===== src/rtl/acq_scheduler_if.sv =====
// Handshake between the acquisition sequencer (master) and the acquisition unit (slave).
interface acq_scheduler_if #(
  parameter int PRN_WIDTH = 5
);
  logic                 acq_start;
  logic [PRN_WIDTH-1:0] acq_start_prn;
  logic                 acq_in_progress;
  logic                 acq_complete;
  logic                 satellite_acquired;
  logic [PRN_WIDTH-1:0] acq_prn;

  modport master (
    output acq_start, acq_start_prn,
    input  acq_in_progress, acq_complete, satellite_acquired, acq_prn
  );
  modport slave (
    input  acq_start, acq_start_prn,
    output acq_in_progress, acq_complete, satellite_acquired, acq_prn
  );
endinterface


===== src/rtl/acq_scheduler.sv =====
// Round-robin PRN acquisition sequencer with active-PRN mask and slot/FIFO throttling.
// Define ACQ_SCHED_SWEEP_DELAY_EN to add a BACKOFF pause after each fruitless full sweep.
module acq_scheduler #(
  parameter int NUM_PRN     = 32,
  parameter int PRN_WIDTH   = 5,
  parameter int MAX_SLOTS   = 4,
  parameter int ACK_TIMEOUT = 64,
  parameter int SWEEP_DELAY = 1024
) (
  input  logic                 clk,
  input  logic                 reset,
  input  logic                 enable,
  input  logic                 init_fifo_full,
  input  logic                 release_valid,
  input  logic [PRN_WIDTH-1:0] release_prn,
  acq_scheduler_if.master      acq,
  output logic                 busy,
  output logic [NUM_PRN-1:0]   active_mask,
  output logic [PRN_WIDTH:0]   active_count,
  output logic                 timeout_err
);
  // One timer serves both the ack wait and the sweep backoff.
  localparam int TW = $clog2(ACK_TIMEOUT > SWEEP_DELAY ? ACK_TIMEOUT : SWEEP_DELAY);

  typedef enum logic [2:0] {
    IDLE, SELECT, START, WAIT_ACK, WAIT_DONE
`ifdef ACQ_SCHED_SWEEP_DELAY_EN
    , BACKOFF
`endif
  } state_t;

  state_t               state, state_nxt;
  logic [PRN_WIDTH-1:0] ptr, ptr_inc, start_prn;
  logic [TW-1:0]        timer;
  logic [NUM_PRN-1:0]   mask_nxt;
  logic [PRN_WIDTH:0]   pop;
  logic                 slots_full, cand_active, adv, set_hit, ack_last, timing;

  assign ptr_inc     = (ptr == PRN_WIDTH'(NUM_PRN - 1)) ? '0 : ptr + 1'b1;
  assign cand_active = active_mask[ptr];
  assign set_hit     = acq.acq_complete && acq.satellite_acquired && (acq.acq_prn == start_prn);
  assign ack_last    = (timer == TW'(ACK_TIMEOUT - 1));

  // Slot check uses the live mask so a just-filled last slot blocks the very next SELECT.
  always_comb begin
    pop = '0;
    for (int i = 0; i < NUM_PRN; i++) pop = pop + {{PRN_WIDTH{1'b0}}, active_mask[i]};
  end
  assign slots_full = (pop >= (PRN_WIDTH+1)'(MAX_SLOTS));

  // Release first, then set, so a same-cycle release/acquire of one PRN leaves it active.
  always_comb begin
    mask_nxt = active_mask;
    if (release_valid && ({1'b0, release_prn} < (PRN_WIDTH+1)'(NUM_PRN)))
      mask_nxt[release_prn] = 1'b0;
    if (set_hit) mask_nxt[acq.acq_prn] = 1'b1;
  end

`ifdef ACQ_SCHED_SWEEP_DELAY_EN
  logic wrapped, found, wrap_chk;
  assign wrap_chk = (state == SELECT) && enable && !slots_full && wrapped;
  assign timing   = (state == WAIT_ACK) || (state == BACKOFF);

  always_ff @(posedge clk) begin
    if (reset) begin
      wrapped <= 1'b0;
      found   <= 1'b0;
    end else if (wrap_chk) begin
      wrapped <= 1'b0;
      found   <= set_hit;
    end else begin
      if (adv && ptr == PRN_WIDTH'(NUM_PRN - 1)) wrapped <= 1'b1;
      if (set_hit) found <= 1'b1;
    end
  end
`else
  assign timing = (state == WAIT_ACK);
`endif

  always_ff @(posedge clk) begin
    if (reset) state <= IDLE;
    else       state <= state_nxt;
  end

  always_comb begin
    state_nxt = state;
    case (state)
      IDLE:      if (enable && !slots_full) state_nxt = SELECT;
      SELECT:
        if (!enable || slots_full)                  state_nxt = IDLE;
`ifdef ACQ_SCHED_SWEEP_DELAY_EN
        else if (wrapped && !found)                 state_nxt = BACKOFF;
`endif
        else if (!cand_active && !init_fifo_full)   state_nxt = START;
      START:     state_nxt = WAIT_ACK;
      WAIT_ACK:
        if (acq.acq_in_progress && acq.acq_complete) state_nxt = enable ? SELECT : IDLE;
        else if (acq.acq_in_progress)                state_nxt = WAIT_DONE;
        else if (ack_last)                           state_nxt = SELECT;
      WAIT_DONE: if (acq.acq_complete) state_nxt = enable ? SELECT : IDLE;
`ifdef ACQ_SCHED_SWEEP_DELAY_EN
      BACKOFF:
        if (!enable)                                state_nxt = IDLE;
        else if (timer == TW'(SWEEP_DELAY - 1))     state_nxt = SELECT;
`endif
      default:   state_nxt = IDLE;
    endcase
  end

  assign adv = (state == SELECT) &&
               ((state_nxt == START) || (state_nxt == SELECT && cand_active));

  always_ff @(posedge clk) begin
    if (reset) begin
      ptr          <= '0;
      start_prn    <= '0;
      timer        <= '0;
      active_mask  <= '0;
      active_count <= '0;
    end else begin
      active_mask  <= mask_nxt;
      active_count <= pop;
      timer        <= timing ? timer + 1'b1 : '0;
      if (adv) ptr <= ptr_inc;
      if (state == SELECT && state_nxt == START) start_prn <= ptr;
    end
  end

  always_comb begin
    acq.acq_start     = (state == START);
    acq.acq_start_prn = start_prn;
    busy              = (state != IDLE);
    timeout_err       = (state == WAIT_ACK) && !acq.acq_in_progress && ack_last;
  end
endmodule

===== src/flat_wrapper.sv =====
// flat-port wrapper written by rule: the top's interface ports become plain ports
module acq_scheduler_flat 
#(
  parameter int NUM_PRN     = 32,
  parameter int PRN_WIDTH   = 5,
  parameter int MAX_SLOTS   = 4,
  parameter int ACK_TIMEOUT = 64,
  parameter int SWEEP_DELAY = 1024
)
  (clk, reset, enable, init_fifo_full, release_valid, release_prn, busy, active_mask, active_count, timeout_err, acq_acq_start, acq_acq_start_prn, acq_acq_in_progress, acq_acq_complete, acq_satellite_acquired, acq_acq_prn);
  acq_scheduler_if #(.PRN_WIDTH(PRN_WIDTH)) acq_i ();
  input  logic clk;
  input  logic reset;
  input  logic enable;
  input  logic init_fifo_full;
  input  logic release_valid;
  input  logic [PRN_WIDTH-1:0] release_prn;
  output logic busy;
  output logic [NUM_PRN-1:0] active_mask;
  output logic [PRN_WIDTH:0] active_count;
  output logic timeout_err;
  output wire logic [$bits(acq_i.acq_start)-1:0] acq_acq_start;
  output wire logic [$bits(acq_i.acq_start_prn)-1:0] acq_acq_start_prn;
  input wire logic [$bits(acq_i.acq_in_progress)-1:0] acq_acq_in_progress;
  input wire logic [$bits(acq_i.acq_complete)-1:0] acq_acq_complete;
  input wire logic [$bits(acq_i.satellite_acquired)-1:0] acq_satellite_acquired;
  input wire logic [$bits(acq_i.acq_prn)-1:0] acq_acq_prn;
  assign acq_acq_start = acq_i.acq_start;
  assign acq_acq_start_prn = acq_i.acq_start_prn;
  assign acq_i.acq_in_progress = acq_acq_in_progress;
  assign acq_i.acq_complete = acq_acq_complete;
  assign acq_i.satellite_acquired = acq_satellite_acquired;
  assign acq_i.acq_prn = acq_acq_prn;
  acq_scheduler #(.NUM_PRN(NUM_PRN), .PRN_WIDTH(PRN_WIDTH), .MAX_SLOTS(MAX_SLOTS), .ACK_TIMEOUT(ACK_TIMEOUT), .SWEEP_DELAY(SWEEP_DELAY)) u_core (.clk(clk), .reset(reset), .enable(enable), .init_fifo_full(init_fifo_full), .release_valid(release_valid), .release_prn(release_prn), .acq(acq_i), .busy(busy), .active_mask(active_mask), .active_count(active_count), .timeout_err(timeout_err));
endmodule

===== config.mk =====
export PLATFORM = sky130hd
export DESIGN_NAME = acq_scheduler_flat
export DESIGN_NICKNAME = d
export VERILOG_FILES = /design/src/rtl/acq_scheduler_if.sv /design/src/rtl/acq_scheduler.sv /design/src/flat_wrapper.sv
export SDC_FILE = /design/constraint.sdc
export NUM_CORES = 1
export LEC_CHECK = 0
export CORE_UTILIZATION = 35
export DETAILED_ROUTE_END_ITERATION = 16
export PLACE_DENSITY_LB_ADDON = 0.08
export SKIP_CTS_REPAIR_TIMING = 1
export SYNTH_ARGS = -nofsm -noshare
export SYNTH_HDL_FRONTEND = slang
export SYNTH_SLANG_ARGS = --single-unit

===== constraint.sdc =====
create_clock -name clk -period 5.4 [get_ports clk]
set_clock_uncertainty 0.05 [all_clocks]
set_input_delay 1.35 -clock clk [delete_from_list [all_inputs] [get_ports clk]]
set_output_delay 1.35 -clock clk [all_outputs]
set_load 0.005 [all_outputs]

### After elaboration in Yosys (flattened, before gate mapping)

Cells that the tools add are included.

| storage, ports and cells | value |
|---|---|
| output and inout port bits | 46 |
| logic and storage cells | 98 |
| register bits | 61 |

| cells by class | value |
|---|---|
| eq/ne operators | 9 |
| reduce and logical (&&, ||, !) cells | 22 |
| $lt $le $gt $ge | 6 |
| $add $sub $neg | 33 |
| mux-type cells | 18 |
| bitwise logic cells | 4 |

Operators by type and width:

| operator | number |
|---|---|
| 6-bit by 1-bit adder with 6-bit output | 30 |
| 32-bit 2-to-1 mux | 2 |
| 32-bit bitwise AND | 1 |
| 32-bit NOT | 1 |
| 32-bit OR | 1 |
| 3-bit 2-to-1 mux | 7 |
| 5-bit by 6-bit less-than comparator with 1-bit output (second input constant) | 3 |
| 3-bit one-hot mux with 5 select lines | 1 |
| 1-bit logical AND | 12 |
| 10-bit by 1-bit adder with 10-bit output (second input constant) | 1 |
| 1-bit demux with 5-bit select | 2 |
| 10-bit by 6-bit equality test with 1-bit output (second input constant) | 1 |
| 5-bit by 1-bit greater-or-equal comparator with 1-bit output (second input constant) | 2 |
| 3-bit by 2-bit equality test with 1-bit output (second input constant) | 3 |
| 3-bit by 1-bit equality test with 1-bit output (second input constant) | 2 |
| 6-bit by 3-bit greater-or-equal comparator with 1-bit output (second input constant) | 1 |
| 5-bit by 1-bit adder with 5-bit output (second input constant) | 1 |
| 1-bit binary-select mux with 5-bit select | 1 |
| 5-bit equality test | 1 |
| 5-bit equality test (second input constant) | 1 |
| 1-bit zero test | 5 |
| 5-bit 2-to-1 mux | 1 |
| 1-bit 2-to-1 mux | 4 |
| 3-bit equality test (second input constant) | 1 |
| other kinds (6) | 7 |

### Depth between registers and ports, before layout

| logic depth | value |
|---|---|
| depth in word-level cells | 40 |
| gate-level depth with buffers | 19 |
| mapped depth without buffers | 19 |

### Worst setup path before layout

OpenSTA, ideal clock, no wires.

| timing path | value |
|---|---|
| kind | register -> register |
| from | reg u_core.active_mask[0] |
| to | reg u_core.ptr[3] |
| path buffers | 0 |
| setup slack | -0.350 ns |
| data arrival time | 5.626 ns |
| stages on the path, launching flop included | 17 |
| required time | 5.276 ns |
| path through | dfxtp_1 -> ha_1 -> inv_1 -> fa_1 -> fa_1 -> fa_1 -> fa_1 -> fa_1 -> fa_1 -> inv_1 -> fa_1 -> fa_1 -> nor2_1 -> o2111ai_4 -> or4_1 -> mux2_4 -> a31oi_2 |

| on the way | value |
|---|---|
| cells in the longest elaborated chain, start to end | 40 |
| elaborated cells between the ends (all ways) | 48 |
| those cells by class | add/sub: 31; order compare: 1; eq/ne: 2; mux: 6; reduce/logical: 8 |

Ends and longest elaborated chain:

| element | RTL line | text |
|---|---|---|
| start: declaration | acq_scheduler.sv:18 | `output logic [NUM_PRN-1:0] active_mask,` |
| start signal: assignment | acq_scheduler.sv:121 | `active_mask <= mask_nxt;` |
| 1-bit by 1-bit adder with 2-bit output | acq_scheduler.sv:47 | `for (int i = 0; i < NUM_PRN; i++) pop = pop + {{PRN_WIDTH{1'b0}}, active_mask[i]};` |
| 6-bit by 1-bit adder with 6-bit output (30 in series) | acq_scheduler.sv:47 |  |
| 6-bit by 3-bit greater-or-equal comparator with 1-bit output | acq_scheduler.sv:49 | `assign slots_full = (pop >= (PRN_WIDTH+1)'(MAX_SLOTS));` |
| 1-bit zero test | acq_scheduler.sv:88 | `IDLE: if (enable && !slots_full) state_nxt = SELECT;` |
| 1-bit logical AND | acq_scheduler.sv:88 |  |
| 3-bit 2-to-1 mux | acq_scheduler.sv:88 |  |
| 3-bit one-hot mux with 5 select lines | acq_scheduler.sv:87 | `case (state)` |
| 3-bit by 1-bit equality test with 1-bit output | acq_scheduler.sv:111 | `((state_nxt == START) \|\| (state_nxt == SELECT && cand_active));` |
| 1-bit logical AND | acq_scheduler.sv:111 |  |
| 1-bit logical OR (*) | acq_scheduler.sv:111 |  |
| 1-bit logical AND (*) | acq_scheduler.sv:110 | `assign adv = (state == SELECT) &&` |
| end signal: assignment | acq_scheduler.sv:124 | `if (adv) ptr <= ptr_inc;` |
| end: declaration | acq_scheduler.sv:33 | `logic [PRN_WIDTH-1:0] ptr, ptr_inc, start_prn;` |

Every way passes the cells marked *; elsewhere a longest branch is shown, timed or not. The select of a mux whose other input is x is not followed.
A chain may end at the register's enable or synchronous reset.

### Worst setup path in the final report

| timing path | value |
|---|---|
| from | reg u_core.active_mask[1] |
| to | reg u_core.ptr[3] |

The elaborated chain is that of the path after synthesis.

==> run summary <==
### Setup path
• **CP max FO** 3
• **dominant delay contributor by cell family on the critical path** adder cells
• **slowest library cell on the worst path** sky130_fd_sc_hd__fa_1
• **max incr delay on CP** 0.53 ns
• **buffers plus inverters on the worst setup path** 2
• **endpoint class of the critical path** register
• **R2R setup slack** -0.02 ns
• **Critical R2R Capture** u_core.ptr[3]
• **ordered cell list for the critical path** ha_4 -> inv_2 -> fa_1 -> fa_1 -> fa_1 -> fa_1 -> fa_1 -> fa_1 -> inv_1 -> fa_2 -> fa_2 -> nor2_4 -> o2111ai_4 -> or4_1 -> mux2_4 -> a31oi_2
• **reg2reg path depth** 16
• **Required @ worst endpoint** 5.62 ns
• **Critical Setup Path Class** register to register
• **Crit path top cell by count** sky130_fd_sc_hd__fa_1
• **startpoint type of the worst setup path** register
• **launch instance of the worst register-to-register path** u_core.active_mask[1]
• **arrival time reported for the critical path endpoint** 5.64 ns

### CTS
• **clock buffers created by TritonCTS** 9
• **post-CTS clock slew at the launch and capture registers of the worst setup and hold paths** 0.08 ns
• **clock tree root buffer cell** sky130_fd_sc_hd__clkbuf_8
• **Max H-tree Level** 3
• **count of clock tree sinks** 61
• **TritonCTS clock tree** built
• **CTS Buffer Depth** 2
• **clock latency of the later-clocked register in the worst-skew pair** 0.34 ns

### Finish
• **commonest cells after routing, fill and taps aside** sky130_fd_sc_hd__clkdlybuf4s50_1, sky130_fd_sc_hd__dfxtp_1, sky130_fd_sc_hd__nand2_1
• **post-route cell area** 0.00499 mm2
• **Area growth syn-to-layout** 29.8%
• **share of post-route cells with drive strength above 1** 11.2%
• **ANT cells** 0
• **number of nets in the finished design** 582
• **most frequent standard cell in the layout excluding fill and tap cells** sky130_fd_sc_hd__clkdlybuf4s50_1
• **final core area utilization** 47.7%
• **post-route non-filler standard cell count** 670

### Synth
• **Post-Syn Nets** 505
• **post-synthesis sequential area ratio** 31.8%
• **Yosys Warn Count** 0
• **average footprint of a synthesized cell** 8.50 um2
• **Mapped Area** 0.00384 mm2
• **Distinct cells, synth** 51
• **register bit count reported by yosys** 61
• **count of flip-flops with a built-in enable after synthesis** 0
• **Syn Inst Count** 452
• **async set-reset flop share out of synthesis** 0%
• **most frequently used flop master after synthesis** sky130_fd_sc_hd__dfxtp_1

### Min path
• **worst min-delay path endpoint** u_core.timer[0]
• **type of the worst min-delay path** register to register
• **Worst Hold Launch** u_core.timer[0]
• **hold path cells** 1

### Route
• **met1 routed wirelength after detailed routing** 5.05 mm
• **Initial DRC Count** 260
• **vias after detailed routing** 3460
• **ratio of routed vias to standard cells** 5.16
• **top layer used by detailed routing** met4
• **DRC viols** 0
• **number of nets with antenna violations after detailed routing** 0
• **detailed-routed wire length on met2** 5.30 mm
• **DRT Pass-1 Iters** 5
• **Post-Route WL** 11.2 mm
• **met3 routed wirelength** 539 um
• **DR WL/cell** 16.6 um

### Timing
• **RSZ-0062 raised after global routing** true
• **final setup fails** 1
• **number of hold violations in the final report** 0
• **min setup slack post-route** -0.0166 ns
• **FMAX** 185 MHz
• **fin crit period** 5.42 ns
• **setup TNS** -0.0166 ns
• **Slew headroom** 22.4%
• **number of slew-limit violations in the final report** 0
• **Tcrit/Tclk final** 100%
• **Worst-Margin Slew** 1.16 ns

### Floorplanning
• **die area** 0.0114 mm2
• **die span in x** 107 um
• **die span in y** 107 um
• **# rows** 37
• **Boundary Pins** 64
• **starting density of the core** 36.7%
• **CORE AREA** 0.0105 mm2

### Status
• **failing checks** setup timing
• **run status** finished, violations left

### Place
• **number of placed instances with taps included** 653
• **routability congestion estimate from global placement** 0.825
• **DPL Wire Length** 8.40 mm
• **area post-placement** 0.00474 mm2
• **quantity of I/O buffers inserted on ports** 63

### Pwr
• **Power Dens Cells** 190 mW/mm2
• **maximum resistive drop on vdd** 0.0928 mV
• **static leakage** 1.86 nW

### GRT
• **largest net degree at the start of global routing** 43
• **initial antenna violation count** 0
• **global-route usage over all layers** 20.8%
• **global-route wire length before repair** 17.9 mm
• **GRT overflow** 0
• **vias in the first global route** 3374

### Flow run
• **maxcap violations** 0

[cell families (layout without fill, tap and decap cells)]
family                   count (synthesis)  count (layout)  synth area share (%)
AO/OA/AOI/OAI                           96              96                  14.7
XOR/XNOR                                16              16                  3.65
buffers and inverters                   70             152                  7.14
AND/OR/NAND/NOR                        152             152                  20.8
flip-flops                              61              61                  31.8
multiplexers                            22              22                  5.86
adder cells (fa/ha/maj)                 35              35                  16.1
[how the worst max path moves through the flow]
stage | startpoint | to | slack, ns | depth (start not counted)
after floorplan | u_core.active_mask[0] | u_core.ptr[3] | -0.02 | 16
after global placement | u_core.active_mask[0] | u_core.ptr[3] | -0.001 | 16
after detailed placement | u_core.active_mask[0] | u_core.ptr[3] | -0.05 | 16
after CTS | u_core.active_mask[1] | u_core.ptr[3] | -0.06 | 16
after global routing | u_core.active_mask[1] | u_core.ptr[3] | -0.19 | 16
final | u_core.active_mask[1] | u_core.ptr[3] | -0.02 | 16
[cell type report]
cell class | count | area, um2
repair buffers | 85 | 812
multi-input cells | 321 | 2390
clock buffers | 10 | 138
inverters | 51 | 191
clock inverters | 6 | 61.3
well taps | 136 | 170
flip-flops and latches | 61 | 1220
fillers | 1056 | 5480
[where the power goes]
part | switching, mW | internal (mW)
sequential | 0.00392 | 0.451
combinational | 0.0392 | 0.0292
clock | 0.197 | 0.225
[metrics by stage]
stage	hold slack (ns)	total power [mW]	setup WS, ns
after global placement	0.394	0.532	-0.000959
after CTS	0.426	0.955	-0.0561
after floorplan	0.376	0.502	-0.0161
after global routing	0.462	0.983	-0.195
after detailed placement	0.406	0.533	-0.0488
final	0.416	0.946	-0.0166
[per-layer routing]
| metal | up-vias | global-route usage [%] |
|---|---|---|
| met5 | - | 0 |
| met4 | 0 | 8.90 |
| met3 | 18 | 3.53 |
| met2 | 103 | 32.1 |
| met1 | 1666 | 28.5 |
| li1 | 1673 | - |
[Yosys cell counts (6+ instances only)]
library cell | instances | area [um2]
sky130_fd_sc_hd__inv_1 | 50 | 188
sky130_fd_sc_hd__nand3_1 | 14 | 70.1
sky130_fd_sc_hd__buf_2 | 6 | 30.0
sky130_fd_sc_hd__o21ai_0 | 36 | 180
sky130_fd_sc_hd__xnor2_1 | 6 | 52.6
sky130_fd_sc_hd__and3_1 | 6 | 37.5
sky130_fd_sc_hd__fa_1 | 24 | 480
sky130_fd_sc_hd__nand2_1 | 55 | 206
sky130_fd_sc_hd__nor2_1 | 30 | 113
sky130_fd_sc_hd__dfxtp_1 | 61 | 1220
sky130_fd_sc_hd__mux2i_1 | 21 | 210
sky130_fd_sc_hd__nand3b_1 | 7 | 52.6
sky130_fd_sc_hd__a21oi_1 | 40 | 200
sky130_fd_sc_hd__xor2_1 | 10 | 87.6
sky130_fd_sc_hd__clkbuf_1 | 12 | 45.0
sky130_fd_sc_hd__ha_1 | 11 | 138
sky130_fd_sc_hd__nor2b_1 | 8 | 50.1
[state kept, by name (all words and copies together), names as in the netlist]
| name | count |
|---|---|
| u_core.active_mask | 32 |
| u_core.timer | 10 |
| u_core.active_count | 6 |
| u_core.acq.acq_start_prn | 5 |
| u_core.ptr | 5 |
| u_core.state | 3 |
[worst reg2reg max path, cell delays in order, from the launching register on]
cell,delay (ns)
sky130_fd_sc_hd__dfxtp_2,0.34
sky130_fd_sc_hd__ha_4,0.26
sky130_fd_sc_hd__inv_2,0.03
sky130_fd_sc_hd__fa_1,0.44
sky130_fd_sc_hd__fa_1,0.51
sky130_fd_sc_hd__fa_1,0.43
sky130_fd_sc_hd__fa_1,0.53
sky130_fd_sc_hd__fa_1,0.43
sky130_fd_sc_hd__fa_1,0.49
sky130_fd_sc_hd__inv_1,0.05
sky130_fd_sc_hd__fa_2,0.35
sky130_fd_sc_hd__fa_2,0.39
sky130_fd_sc_hd__nor2_4,0.13
sky130_fd_sc_hd__o2111ai_4,0.14
sky130_fd_sc_hd__or4_1,0.41
sky130_fd_sc_hd__mux2_4,0.27
sky130_fd_sc_hd__a31oi_2,0.11
(Power assumes the default switching activity.)
